<file path="src/rtl/ga_pkg.sv">
// Shared types and default widths for the GA mutation datapath.
// Holds the mutation FSM state enum and chromosome/random widths.
package ga_pkg;

  localparam int GA_CHROM_W = 16;
  localparam int GA_RAND_W  = 8;

  typedef enum logic [1:0] {
    IDLE,
    MUTATE,
    DONE
  } mutation_state_t;

endpackage

</file>
<file path="src/rtl/ga_mutation_unit.sv">
// Bit-serial GA mutation: each bit flips when rand_in < latched rate.
// Ports: start/chrom_in/mutation_rate in, rand_in/rand_en to LFSR,
// chrom_out/flip_count out with out_valid/out_ready handshake, busy.
module ga_mutation_unit
  import ga_pkg::*;
#(
  parameter int CHROM_W = GA_CHROM_W,
  parameter int RAND_W  = GA_RAND_W
) (
  input  logic                         clk,
  input  logic                         rst,
  input  logic                         start,
  input  logic [CHROM_W-1:0]           chrom_in,
  input  logic [RAND_W-1:0]            mutation_rate,
  input  logic [RAND_W-1:0]            rand_in,
  output logic                         rand_en,
  output logic                         busy,
  output logic                         out_valid,
  input  logic                         out_ready,
  output logic [CHROM_W-1:0]           chrom_out,
  output logic [$clog2(CHROM_W+1)-1:0] flip_count
);

  localparam int IDX_W = $clog2(CHROM_W);
  localparam int FC_W  = $clog2(CHROM_W+1);

  mutation_state_t    state, state_nx;
  logic [IDX_W-1:0]   bit_idx;
  logic [FC_W-1:0]    flip_cnt;
  logic [CHROM_W-1:0] work;
  logic [RAND_W-1:0]  rate_q;
  logic               hit;
  logic               last;

  assign hit  = rand_in < rate_q;
  assign last = bit_idx == IDX_W'(CHROM_W-1);

  always_comb begin
    state_nx  = state;
    rand_en   = 1'b0;
    busy      = 1'b0;
    out_valid = 1'b0;
    unique case (state)
      IDLE: begin
        if (start) state_nx = MUTATE;
      end
      MUTATE: begin
        rand_en = 1'b1;
        busy    = 1'b1;
        if (last) state_nx = DONE;
      end
      DONE: begin
        busy      = 1'b1;
        out_valid = 1'b1;
        if (out_ready) state_nx = IDLE;
      end
      default: state_nx = IDLE;
    endcase
  end

  always_ff @(posedge clk or posedge rst) begin
    if (rst) begin
      state    <= IDLE;
      bit_idx  <= '0;
      flip_cnt <= '0;
      work     <= '0;
      rate_q   <= '0;
    end else begin
      state <= state_nx;
      unique case (state)
        IDLE: begin
          if (start) begin
            work     <= chrom_in;
            rate_q   <= mutation_rate;
            bit_idx  <= '0;
            flip_cnt <= '0;
          end
        end
        MUTATE: begin
          if (hit) begin
            work     <= work ^ (CHROM_W'(1) << bit_idx);
            flip_cnt <= flip_cnt + FC_W'(1);
          end
          // hold on the last bit; DONE follows
          if (!last) bit_idx <= bit_idx + IDX_W'(1);
        end
        default: ;
      endcase
    end
  end

  assign chrom_out  = work;
  assign flip_count = flip_cnt;

endmodule

</file>
<file path="config.mk">
export PLATFORM = sky130hd
export DESIGN_NAME = ga_mutation_unit
export DESIGN_NICKNAME = d
export VERILOG_FILES = /design/src/rtl/ga_pkg.sv /design/src/rtl/ga_mutation_unit.sv
export SDC_FILE = /design/constraint.sdc
export NUM_CORES = 1
export LEC_CHECK = 0
export CAP_MARGIN = 20
export CORE_ASPECT_RATIO = 1.1
export CORE_UTILIZATION = 49
export DETAILED_ROUTE_END_ITERATION = 12
export PLACE_DENSITY = 0.81
export SETUP_SLACK_MARGIN = 0.2
export SLEW_MARGIN = 10
export SYNTH_ARGS = -nofsm -noshare
export SYNTH_HDL_FRONTEND = slang
export SYNTH_SLANG_ARGS = --single-unit
</file>
<file path="constraint.sdc">
create_clock -name clk -period 2.6 [get_ports clk]
set_input_delay 0.26 -clock clk [delete_from_list [all_inputs] [get_ports clk]]
set_output_delay 0.26 -clock clk [all_outputs]
set_load 0.01 [all_outputs]
</file>
After elaboration in Yosys (flattened, before gate mapping) --
Cells that the tools add are included.
Cells by class: shift operators 1, mux-type cells 16, reductions and logical operators 7, add/subtract/negate cells 2, bitwise operators 1, $lt $le $gt $ge 1, eq/ne operators 8
Operator list (number):
- $mux W16 | 2
- $pmux W16 S2 | 1
- $shl A1 B4 Y16 const A | 1
- $xor A16 B16 Y16 | 1
- $mux W5 | 2
- $ne A2 B2 Y1 const B | 5
- $pmux W5 S2 | 1
- $reduce_and A3 Y1 | 3
- $lt A8 B8 Y1 | 1
- $mux W4 | 2
- $pmux W4 S2 | 1
- $mux W2 | 3
- $pmux W2 S3 | 1
- $add A5 B1 Y5 const B | 1
- $add A4 B1 Y4 const B | 1
- $eq A4 B4 Y1 const B | 1
- $mux W1 | 3
- $eq A2 B1 Y1 const B | 1
- $eq A2 B2 Y1 const B | 1
- $logic_not A2 Y1 | 1
- $reduce_and A2 Y1 | 1
- $reduce_bool A2 Y1 | 1
- $reduce_or A2 Y1 | 1
Word-level totals: register bits after elaboration 35, word-level logic and storage cells 41

Longest topological paths before layout --
Gate-level depths: netlist (run 1).
depth in word-level cells 4, gate-level depth with buffers 9, gate-level depth less buffers 8

Least setup slack after synthesis (run 1) --
Ideal clock, no wire load.
path type reg2reg, start reg rate_q[1], end reg flip_cnt[3], in the netlist flip_count[3], stages on the path, launching flop included 9, period minus slack after synthesis 2.028 ns, path slack 0.572 ns, buffers on the path 1, data required time 2.531 ns, data arrival time 1.959 ns, cell sequence dfrtp_1 inv_1 ha_1 a2111oi_4 o211ai_2 and2_4 buf_6 or4_1 nand3_1
Between the ends: cells in the longest elaborated chain, start to end 3
Ends and longest elaborated chain:
- start: declaration | line ga_mutation_unit.sv:31 | logic [RAND_W-1:0] rate_q;
- start signal: assignment | line ga_mutation_unit.sv:74 | rate_q <= mutation_rate;
- $lt A8 B8 Y1 | line ga_mutation_unit.sv:35 | assign hit = rand_in < rate_q;
- $ne A2 B2 Y1 (no line)
- $reduce_and A3 Y1 (no line)
- end signal: assignment | line ga_mutation_unit.sv:82 | flip_cnt <= flip_cnt + FC_W'(1);
- end: declaration | line ga_mutation_unit.sv:29 | logic [FC_W-1:0] flip_cnt;
No other way between the ends. A chain may end at the register's enable or synchronous reset.

Worst setup path after layout (run 1) --
start reg state[1], end out rand_en
Between the ends: cells in the longest elaborated chain, start to end 2
Ends and longest elaborated chain:
- start: declaration | line ga_mutation_unit.sv:27 | mutation_state_t state, state_nx;
- start signal: assignment | line ga_mutation_unit.sv:69 | state <= state_nx;
- $eq A2 B1 Y1 | line ga_mutation_unit.sv:43 | unique case (state)
- $mux W1 | line ga_mutation_unit.sv:43
- end: declaration | line ga_mutation_unit.sv:16 | output logic rand_en,
No other way between the ends.

==> reports/summary.txt, run 1 <==
status -> finished clean
HP Class -> in2async
Final Critical Period -> 2150 ps
first-pass GRT wire length -> 8980 um
WL final -> 5320 um
RSZ-0062 raised after global routing -> no
Synth Cell Area -> 2250 sq um
Sw Ratio -> 41.7%
clk_lat worst skew -> 280 ps
DRC viols -> 0
DP Cell Count -> 346
Logic pwr share -> 56.9%
GPL Wtd Cong -> 0.874
grt ovf -> 0
Synth Instances -> 236
GRT Total Usage -> 24.6%
number of flops mapped to enable cells by yosys -> 0
Final period util -> 82.9%
peak supply drop -> 0.697 mV
Core Region -> 4350 sq um
Num CTS Buffers -> 5
setup bufs post-CTS -> 0
part of the power in registers -> 31.6%
Pint -> 0.00183 W
Die H -> 73.1 um
# setup viols final -> 0
DIE AREA -> 4870 sq um
pre-CTS WS -> 203 ps
antenna violations before repair -> 0
CTS max path bufs -> 2
Clock Sinks -> 35
die width -> 66.6 um
Critical Path AT -> 1890 ps
largest net degree at the start of global routing -> 36
H-tree levels -> 2
Vias/cell -> 5.76
DRT iter0 DRCs -> 151
drt pass-1 iters -> 4
row count -> 25
multi-input combinational cell area -> 1250 sq um
Post-Syn Nets -> 290
data required time of the critical path -> 2340 ps
critical path class -> reg2out
crit-path max FO -> 21
PwrDens -> 1050 nW/um^2
final count of pins violating max slew -> 0
Synth Register Bits -> 35
Port Buffer Count -> 59
ranking of synthesized cells by area -> dfrtp_1 39%, ha_1 10%, a211oi_1 4.3%
Fillers -> 382
NetSw -> 0.00131 W
initial core utilization -> 51.8%
max_slew headroom -> 53.9%
Most used DFF post-synth -> dfrtp_1
worst path bufs/invs -> 3
worst slew pin tran -> 689 ps
Unique masters post-synth -> 50
DP Wirelength -> 3820 um
Worst Slack Setup Final -> 445 ps
post-synthesis sequential area ratio -> 38.9%
I/O pin total -> 60
CTS tree -> done
Top delay family on crit path -> buffers and inverters
max incr delay on CP -> 580 ps
YS warnings -> 0
power share of the clock group -> 11.5%
post-route insts no fill -> 352
Nets -> 353
Reg area -> 876 sq um
CP cell instances -> inv_1 > ha_1 > buf_4 > clkdlybuf4s50_1
Worst setup SP type -> flip-flop
area share of the largest cell type after synthesis -> 38.9%
CTS root buf -> clkbuf_8
Antenna diodes -> 0
Routed WL per cell -> 15.1 um
via count -> 2028
Pleak -> 1.27 nW
Synth area leader -> dfrtp_1
f_max -> 464 MHz
Layout area overhead -> 33.1%
share of cells above drive strength 1 -> 9.73%
Avg Cell Area, Syn -> 9.54 sq um
Max stage delay cell, worst path -> clkdlybuf4s50_1
CTS clk-pin slew, worst paths -> 70 ps
ys async rst share -> 100%
setup TNS -> 0 ps
Hold Violations, Final -> 0
critical path endpoint category -> output port
hold buffer count at cts -> 0
post-CTS sizing -> 0
max-cap check violation count -> 0
Routed Antenna Nets -> 0
clock skew -> 2.51 ps
vias in the first global route -> 1916
[sequential cells by signal, summed over array words and instances (netlist names)]
signal / count
chrom_out: 16
rate_q: 8
flip_count: 5
bit_idx: 4
state: 2
[path summary, 6_finish.rpt]
| kind | from | to | slack (ps) | cells past startpoint |
|---|---|---|---|---|
| max in group asynchronous | rst | bit_idx[1]$_DFFE_PP0P_ | 1890 | 3 |
| setup reg to reg | rate_q[2]$_DFFE_PP0P_ | flip_count[3]$_DFFE_PP0P_ | 500 | 8 |
| hold / removal | rst | rate_q[0]$_DFFE_PP0P_ | 390 | 3 |
| min in group clk | chrom_out[1]$_DFFE_PP0P_ | chrom_out[1]$_DFFE_PP0P_ | 490 | 1 |
| setup / recovery | state[1]$_DFFE_PP0P_ | rand_en | 450 | 4 |
| hold reg to reg | chrom_out[1]$_DFFE_PP0P_ | chrom_out[1]$_DFFE_PP0P_ | 490 | 1 |
[layer usage]
layer | share of wire, % | global-route usage (%) | routed length, um
met1 | 45 | 32.6 | 2370
met2 | 48 | 40.1 | 2550
met3 | 5.4 | 4.69 | 288
met4 | 2.0 | 8.04 | 107
met5 | 0 | 0 | 0
[cells by family (layout without fill, tap and decap cells)]
kind of cell	count (synthesis)	after routing	synth area share (%)
multiplexers	10	10	4.89
adder cells (fa/ha/maj)	18	18	10.0
AO/OA/AOI/OAI	70	70	24.0
AND/OR/NAND/NOR	73	73	16.8
flip-flops	35	35	38.9
buffers and inverters	30	92	5.39
[worst reg2reg max path, stage by stage, from the launching register on]
cell      delay [ps]
dfrtp_1          350
inv_1             50
ha_1             270
o21a_1           160
o21ai_0          260
o211ai_2         140
and2_4           210
or4_1            510
nand3_1          100
[metrics by stage]
step / util (%) / hold WS [ps] / power (W) / instance area (sq um)
final: 68.9 / 393 / 0.00314 / 3000
after global routing: 68.9 / 489 / 0.00340 / 3000
after CTS: 68.9 / 400 / 0.00315 / 3000
after detailed placement: 67.2 / 486 / 0.00278 / 2920
after global placement: 67.2 / 479 / 0.00274 / 2920
after floorplan: - / 398 / 0.00211 / 2250
[synthesized netlist by cell type, types with 6 or more instances]
cell type,n
a211oi_1,13
a21oi_1,8
inv_1,18
nand2_1,15
nand3_1,10
o22ai_1,8
o22a_1,7
dfrtp_1,35
a311oi_1,6
o21ai_0,6
ha_1,18
mux2_2,8
nor2_1,19
clkbuf_1,8
[cell usage in the layout (no fill, tap or decap), types with 2 or more instances in the layout]
| cell type | instances |
|---|---|
| ha_1 | 18 |
| mux2_2 | 8 |
| nor4_1 | 3 |
| o22a_1 | 7 |
| a31oi_1 | 2 |
| and4_1 | 4 |
| nand4_1 | 3 |
| clkbuf_8 | 5 |
| nor3_1 | 4 |
| dfrtp_1 | 35 |
| a221o_1 | 2 |
| buf_4 | 9 |
| o22ai_1 | 8 |
| nand2_1 | 15 |
| a311oi_1 | 6 |
| nand3_1 | 10 |
| inv_1 | 18 |
| a32o_1 | 2 |
| clkdlybuf4s50_1 | 59 |
| nor2b_1 | 5 |
| nor2_1 | 19 |
| and2_1 | 2 |
| a21oi_1 | 8 |
| o21ai_0 | 6 |
| mux2i_1 | 2 |
| a211oi_1 | 13 |
| o211ai_1 | 2 |
[final cells by class]
cell class / count / share of cell area, %
Timing Repair Buffer: 68 / 22.0
Clock buffer: 6 / 2.42
Inverter: 18 / 2.26
Multi-Input combinational cell: 171 / 41.9
Sequential cell: 35 / 29.2
Tap cell: 54 / 2.26
[power by group through the flow]
stage	Clock (W)	Sequential (W)	Combinational (W)
finish	0.000360	0.000991	0.00179
global route	0.000387	0.00103	0.00198
CTS	0.000368	0.000991	0.00179
detailed placement	0	0.00100	0.00178
global placement	0	0.000989	0.00175
floorplan	0	0.00102	0.00109
Note: power is estimated with default switching activity, not from simulation.
==> run 2, diff against run 1 <==
--- a/config.mk
+++ b/config.mk
@@ -7,9 +7,9 @@
 export LEC_CHECK = 0
 export CAP_MARGIN = 20
 export CORE_ASPECT_RATIO = 1.1
-export CORE_UTILIZATION = 49
+export CORE_UTILIZATION = 44
 export DETAILED_ROUTE_END_ITERATION = 12
-export PLACE_DENSITY = 0.81
+export PLACE_DENSITY = 0.77
 export SETUP_SLACK_MARGIN = 0.2
 export SLEW_MARGIN = 10
 export SYNTH_ARGS = -nofsm -noshare
==> constraint.sdc (replaced) <==
create_clock -name clk -period 1.84 [get_ports clk]
set_input_delay 0.184 -clock clk [delete_from_list [all_inputs] [get_ports clk]]
set_output_delay 0.184 -clock clk [all_outputs]
set_load 0.01 [all_outputs]
==> run 2 against run 1 <==
Against the previous run:
- the flow now finishes with violations (negative setup slack)
- hold slack worse by 85 ps
- die area up 11%
- non-clock buffer count up 28
- core utilization up 5.9 points
- critical path depth up 3
- clock power up 76%
- flip-flop and latch count unchanged
- register-to-register slack worse by 530 ps
- wire length up 33%
- total power up 83%
- sequential power up 45%
- global-route usage up 1.3 points
- critical endpoint is now flip_count[3]$_DFFE_PP0P_
- largest cell class unchanged
==> reports/summary.txt, run 2 (synthesis gave the netlist of run 1 again) <==
max incr delay on CP -> 400 ps (-180 ps)
PwrDens -> 1610 nW/um^2 (+53%)
# setup viols final -> 5 (+5)
GRT Total Usage -> 25.9% (+1.3 points)
crit-path max FO -> 9 (-57%)
final hold slack -> 308 ps (-85.0 ps)
clk_lat worst skew -> 290 ps (about the same)
Sw Ratio -> 42.1% (+0.45 points)
H-tree levels -> 2 (unchanged)
worst slew pin tran -> 464 ps (-226 ps)
Critical Path AT -> 2100 ps (+210 ps)
f_max -> 533 MHz
DP Cell Count -> 363 (+4.9%)
Max stage delay cell, worst path -> or4_1
power share of the clock group -> 11.0% (-0.5 points)
CTS tree -> done
drt pass-1 iters -> 4 (unchanged)
final count of pins violating max slew -> 0 (unchanged)
most frequent cells in the layout -> 56 x clkdlybuf4s50_1, 35 x dfrtp_1, 28 x buf_4
Port Buffer Count -> 59 (unchanged)
share of cells above drive strength 1 -> 30.5% (+21 points)
NetSw -> 0.00242 W (+85%)
DRT iter0 DRCs -> 196 (+30%)
Antenna diodes -> 0 (unchanged)
data required time of the critical path -> 2070 ps (-270 ps)
CTS max path bufs -> 2 (unchanged)
critical path class -> reg2reg
commonest non-fill, non-tap cell in the layout -> clkdlybuf4s50_1
Worst Slack Setup Final -> -34.8 ps (-480 ps)
initial core utilization -> 47.1% (-4.7 points)
Core Region -> 4780 sq um (+10%)
RSZ-0062 raised after global routing -> yes
Final Critical Period -> 1870 ps
post-route insts no fill -> 384 (+9.1%)
Routed Antenna Nets -> 0 (unchanged)
Pleak -> 1.48 nW (+17%)
max_slew headroom -> 69.1% (+15 points)
Clock Sinks -> 35 (unchanged)
part of the power in registers -> 25.0% (-6.6 points)
Routed WL per cell -> 18.4 um (+22%)
Fillers -> 334 (-13%)
Worst setup SP type -> flip-flop
GPL Wtd Cong -> 0.798 (-8.7%)
clock skew -> 5.89 ps (+3.38 ps)
DRC viols -> 0 (unchanged)
WL final -> 7060 um (+33%)
DP Wirelength -> 4390 um (+15%)
Hold Violations, Final -> 0 (unchanged)
CTS clk-pin slew, worst paths -> 80 ps (about the same)
Nets -> 381 (+7.9%)
peak supply drop -> 0.804 mV (+15%)
CP cell instances -> inv_2 > ha_4 > a2111oi_4 > o211ai_2 > and2_4 > or4_1 > nand3_1
HP Class -> in2async
largest net degree at the start of global routing -> 36 (unchanged)
max-cap check violation count -> 0 (unchanged)
antenna violations before repair -> 0 (unchanged)
status -> finished, violations left
DIE AREA -> 5410 sq um (+11%)
Final period util -> 102%
Num CTS Buffers -> 5 (unchanged)
CTS root buf -> clkbuf_8
Die H -> 77.0 um (+5.4%)
die width -> 70.2 um (+5.4%)
Vias/cell -> 6.01 (+4.2%)
Logic pwr share -> 64.0% (+7.1 points)
vias in the first global route -> 2246 (+17%)
row count -> 26 (+4.0%)
Pint -> 0.00333 W (+82%)
I/O pin total -> 60 (unchanged)
grt ovf -> 0 (unchanged)
critical path endpoint category -> flip-flop
R2R setup slack -> -30 ps (-530 ps)
first-pass GRT wire length -> 11100 um (+24%)
Layout area overhead -> 59.0%
hold buffer count at cts -> 0 (unchanged)
via count -> 2306 (+14%)
max FFs per register -> 16 (unchanged)
violated checks -> negative setup slack
-- run 2: changes by cell type in the layout (fill, tap and decap cells not counted), moves of 4 or more --
cell,change
ha_1,-6
inv_2,+4
a211oi_2,+10
ha_4,+6
buf_6,+5
inv_1,-5
buf_4,+19
a21oi_2,+4
a21oi_1,-5
a211oi_1,-10
-- run 2: final timing paths --
kind	startpoint	endpoint	depth (start not counted)
hold / removal	rst	rate_q[1]$_DFFE_PP0P_	3
setup reg to reg	rate_q[1]$_DFFE_PP0P_	flip_count[3]$_DFFE_PP0P_	7
min in group clk	chrom_in[0]	chrom_out[0]$_DFFE_PP0P_	3
max in group asynchronous	rst	bit_idx[3]$_DFFE_PP0P_	3
hold reg to reg	rate_q[6]$_DFFE_PP0P_	rate_q[6]$_DFFE_PP0P_	1
setup / recovery	rate_q[1]$_DFFE_PP0P_	flip_count[3]$_DFFE_PP0P_	7
-- run 2: repair_timing --
action,CTS,global route
endpoints found under the setup margin,34,27
setup buffers,4,7
pin swaps,18,6
cloned,2,0
resized for setup,27,19
-- run 2: cell type report --
type | instances | area, sq um | share of cell area, %
Multi-Input combinational cell | 171 | 1510 | 42.3
Timing Repair Buffer | 96 | 947 | 26.5
Sequential cell | 35 | 876 | 24.5
Clock buffer | 8 | 100 | 2.80
Inverter | 18 | 71.3 | 1.99
Tap cell | 56 | 70.1 | 1.96
-- run 2: power by group through the flow --
stage | sequential (W) | clock (W) | combinational [W]
global route | 0.00148 | 0.000676 | 0.00393
floorplan | 0.00145 | 0 | 0.00175
CTS | 0.00142 | 0.000634 | 0.00333
finish | 0.00144 | 0.000633 | 0.00368
global placement | 0.00141 | 0 | 0.00281
detailed placement | 0.00142 | 0 | 0.00291
-- run 2: critical path, delay by kind of cell (launching register included) --
family	cells	cell delay, ps
buffers and inverters	1	70
adders and majority gates	1	210
and+or+nand+nor	3	680
AOI/OAI and AO/OA	2	470
DFF	1	390
-- run 2: per-layer routing --
| metal | vias to the layer above | GRT usage, % | share of wire (%) |
|---|---|---|---|
| met1 | 1128 | 31.1 | 39 |
| met5 | - | 0 | 0 |
| li1 | 1070 | - | - |
| met4 | 0 | 8.40 | 1.5 |
| met2 | 95 | 45.9 | 53 |
| met3 | 13 | 5.26 | 6.1 |
-- run 2: through the flow --
step           util [%]  setup slack (ps)  area, sq um  total power (W)  setup TNS, ps
6_report           74.8             -34.8         3580          0.00575           -101
5_1_grt            74.8              -125         3580          0.00608          -1720
4_1_cts            71.8             -61.4         3430          0.00538           -242
3_5_place_dp       66.0              -328         3160          0.00433          -5920
3_3_place_gp       66.0              -309         3160          0.00422          -5630
2_1_floorplan         -             -76.3         2370          0.00320           -192
==> run 3, diff against run 2 <==
--- a/config.mk
+++ b/config.mk
@@ -11,7 +11,7 @@
 export DETAILED_ROUTE_END_ITERATION = 12
 export PLACE_DENSITY = 0.77
 export SETUP_SLACK_MARGIN = 0.2
-export SLEW_MARGIN = 10
+export SLEW_MARGIN = 30
 export SYNTH_ARGS = -nofsm -noshare
 export SYNTH_HDL_FRONTEND = slang
 export SYNTH_SLANG_ARGS = --single-unit
==> constraint.sdc (replaced) <==
create_clock -name clk -period 1.7 [get_ports clk]
set_input_delay 0.17 -clock clk [delete_from_list [all_inputs] [get_ports clk]]
set_output_delay 0.17 -clock clk [all_outputs]
set_load 0.01 [all_outputs]
==> run 3 against run 2 <==
Against the previous run:
- the flow still finishes with violations (negative setup slack)
- wire length increased by 13%
- setup slack got worse by 250 ps
- cell count increased by 2.9%
- clock power increased by 8.8%
- clock-buffer cell count unchanged
- non-clock buffer count increased by 11
- critical path depth unchanged
- core utilization increased by 4.0 points
==> reports/summary.txt, run 3 (synthesis gave the netlist of run 1 again) <==
share of cells above drive strength 1 -> 35.4% (+4.9 points)
worst slew pin tran -> 477 ps (+13.3 ps)
final hold slack -> 290 ps (-18.4 ps)
Final Critical Period -> 1980 ps (+108 ps)
PwrDens -> 1760 nW/um^2 (+9.6%)
DIE AREA -> 5410 sq um (unchanged)
clock skew -> 5.47 ps (-0.423 ps)
Num CTS Buffers -> 5 (unchanged)
crit-path max FO -> 8 (-1)
Layout area overhead -> 67.5%
data required time of the critical path -> 1920 ps (-150 ps)
max incr delay on CP -> 410 ps (about the same)
Nets -> 392 (+2.9%)
f_max -> 504 MHz (-5.5%)
HP Class -> in2async
row count -> 26 (unchanged)
DRC viols -> 0 (unchanged)
Vias/cell -> 6.20 (+3.2%)
R2R depth -> 7 (unchanged)
CTS root buf -> clkbuf_8
power share of the clock group -> 10.4% (-0.6 points)
Clock Sinks -> 35 (unchanged)
via count -> 2449 (+6.2%)
commonest non-fill, non-tap cell in the layout -> clkdlybuf4s50_1
violated checks -> negative setup slack
Hold Violations, Final -> 0 (unchanged)
WL final -> 8000 um (+13%)
Top delay family on crit path -> simple AND/OR/NAND/NOR gates
antenna violations before repair -> 0 (unchanged)
Port Buffer Count -> 59 (unchanged)
multi-input combinational cell area -> 1540 sq um (+1.9%)
DP Area -> 3230 sq um (+2.5%)
first-pass GRT wire length -> 11500 um (+3.4%)
GRT Total Usage -> 26.9% (+1.0 points)
part of the power in registers -> 23.3% (-1.7 points)
clk_lat worst skew -> 290 ps (about the same)
Max stage delay cell, worst path -> dfrtp_1
Routed WL per cell -> 20.2 um (+10%)
Critical Path AT -> 2210 ps (+110 ps)
Stages on worst setup path -> 7 (unchanged)
final count of pins violating max slew -> 0 (unchanged)
Final period util -> 117% (+15 points)
drt pass-1 iters -> 4 (unchanged)
max_slew headroom -> 68.2% (-0.89 points)
NetSw -> 0.00280 W (+16%)
CP cell instances -> inv_2 > ha_4 > a2111oi_4 > o211ai_2 > and2_4 > or4_1 > nand3_1
Worst Slack Setup Final -> -283 ps (-248 ps)
RSZ-0062 raised after global routing -> yes
initial core utilization -> 47.1% (unchanged)
DRT iter0 DRCs -> 206 (+5.1%)
H-tree levels -> 2 (unchanged)
peak supply drop -> 1.03 mV (+29%)
vias in the first global route -> 2427 (+8.1%)
Sw Ratio -> 42.2% (+0.077 points)
Core Region -> 4780 sq um (unchanged)
largest net degree at the start of global routing -> 36 (unchanged)
Die H -> 77.0 um (unchanged)
CTS tree -> done
critical path class -> reg2reg
GPL Wtd Cong -> 0.799 (+0.13%)
Worst setup SP type -> flip-flop
Design Area, Final -> 3770 sq um (+5.3%)
Antenna diodes -> 0 (unchanged)
# setup viols final -> 23 (+18)
I/O pin total -> 60 (unchanged)
critical path endpoint category -> flip-flop
CTS max path bufs -> 2 (unchanged)
DP Wirelength -> 4650 um (+6.1%)
max-cap check violation count -> 0 (unchanged)
max FFs per register -> 16 (unchanged)
status -> finished, violations left
worst path bufs/invs -> 1 (unchanged)
Pleak -> 1.56 nW (+5.3%)
Fillers -> 295 (-12%)
die width -> 70.2 um (unchanged)
most frequent cells in the layout -> 56 x clkdlybuf4s50_1, 29 x dfrtp_1, 28 x buf_4
Routed Antenna Nets -> 0 (unchanged)
Reg area -> 883 sq um (+0.86%)
Pint -> 0.00384 W (+15%)
grt ovf -> 0 (unchanged)
Logic pwr share -> 66.3% (+2.3 points)
CTS clk-pin slew, worst paths -> 80 ps (about the same)
-- run 3: changes by cell type in the layout (fill, tap and decap cells not counted), sizes merged --
| cell | change |
|---|---|
| clkdlybuf4s15 | -1 |
| buf | +13 |
| clkinvlp | -1 |
| inv | +1 |
| dlygate4sd2 | -1 |
| clkbuf | +1 |
| bufbuf | -1 |
-- run 3: power groups by stage --
stage          registers (W)  clock network [W]  logic (W)
6_report             0.00155           0.000689    0.00440
5_1_grt              0.00159           0.000740    0.00468
4_1_cts              0.00152           0.000699    0.00376
3_5_place_dp         0.00153                  0    0.00334
3_3_place_gp         0.00151                  0    0.00323
2_1_floorplan        0.00157                  0    0.00192
-- run 3: what timing repair did --
item | CTS | global route
pin swaps | 12 | 13
buffers inserted | 5 | 9
resized for setup | 40 | 34
setup endpoints to repair | 35 | 41
hold buffers | 0 | 0
gates cloned | 1 | 1
-- run 3: layer usage --
layer / up-vias / global-route usage (%) / routed length, um
met2: 120 / 48.4 / 4000
li1: 1090 / - / -
met5: - / 0 / 0
met1: 1198 / 30.3 / 3170
met4: 0 / 12.0 / 379
met3: 41 / 5.52 / 444
-- run 3: worst paths after layout --
check	slack, ps	start	endpoint
min in group clk	470	chrom_in[0]	chrom_out[0]$_DFFE_PP0P_
max reg2reg	-280	rate_q[1]$_DFFE_PP0P_	flip_count[3]$_DFFE_PP0P_
min reg2reg	500	chrom_out[1]$_DFFE_PP0P_	chrom_out[1]$_DFFE_PP0P_
min	290	rst	chrom_out[8]$_DFFE_PP0P_
max in group asynchronous	1050	rst	flip_count[3]$_DFFE_PP0P_
max	-280	rate_q[1]$_DFFE_PP0P_	flip_count[3]$_DFFE_PP0P_
-- run 3: cell type report --
class | instances | area share (%)
multi-input combinational | 171 | 40.9
sequential | 35 | 23.4
timing repair buffer | 107 | 29.3
inverter | 18 | 1.86
tap | 56 | 1.86
clock buffer | 8 | 2.66
-- run 3: through the flow --
step | setup WS, ps | setup TNS (ps) | std cells | total power, W | util (%)
after detailed placement | -465 | -8970 | 371 | 0.00487 | 67.6
after CTS | -244 | -3880 | 385 | 0.00598 | 73.6
after global routing | -418 | -7070 | 395 | 0.00700 | 78.8
final | -283 | -4940 | 395 | 0.00664 | 78.8
after global placement | -439 | -8210 | 371 | 0.00473 | 67.6
after floorplan | -216 | -1560 | 236 | 0.00350 | -
-- run 3: worst register-to-register path: stages (launching register included) --
cell	delay, ps
dfrtp_1	410
inv_2	80
ha_4	200
a2111oi_4	380
o211ai_2	160
and2_4	200
or4_1	410
nand3_1	80
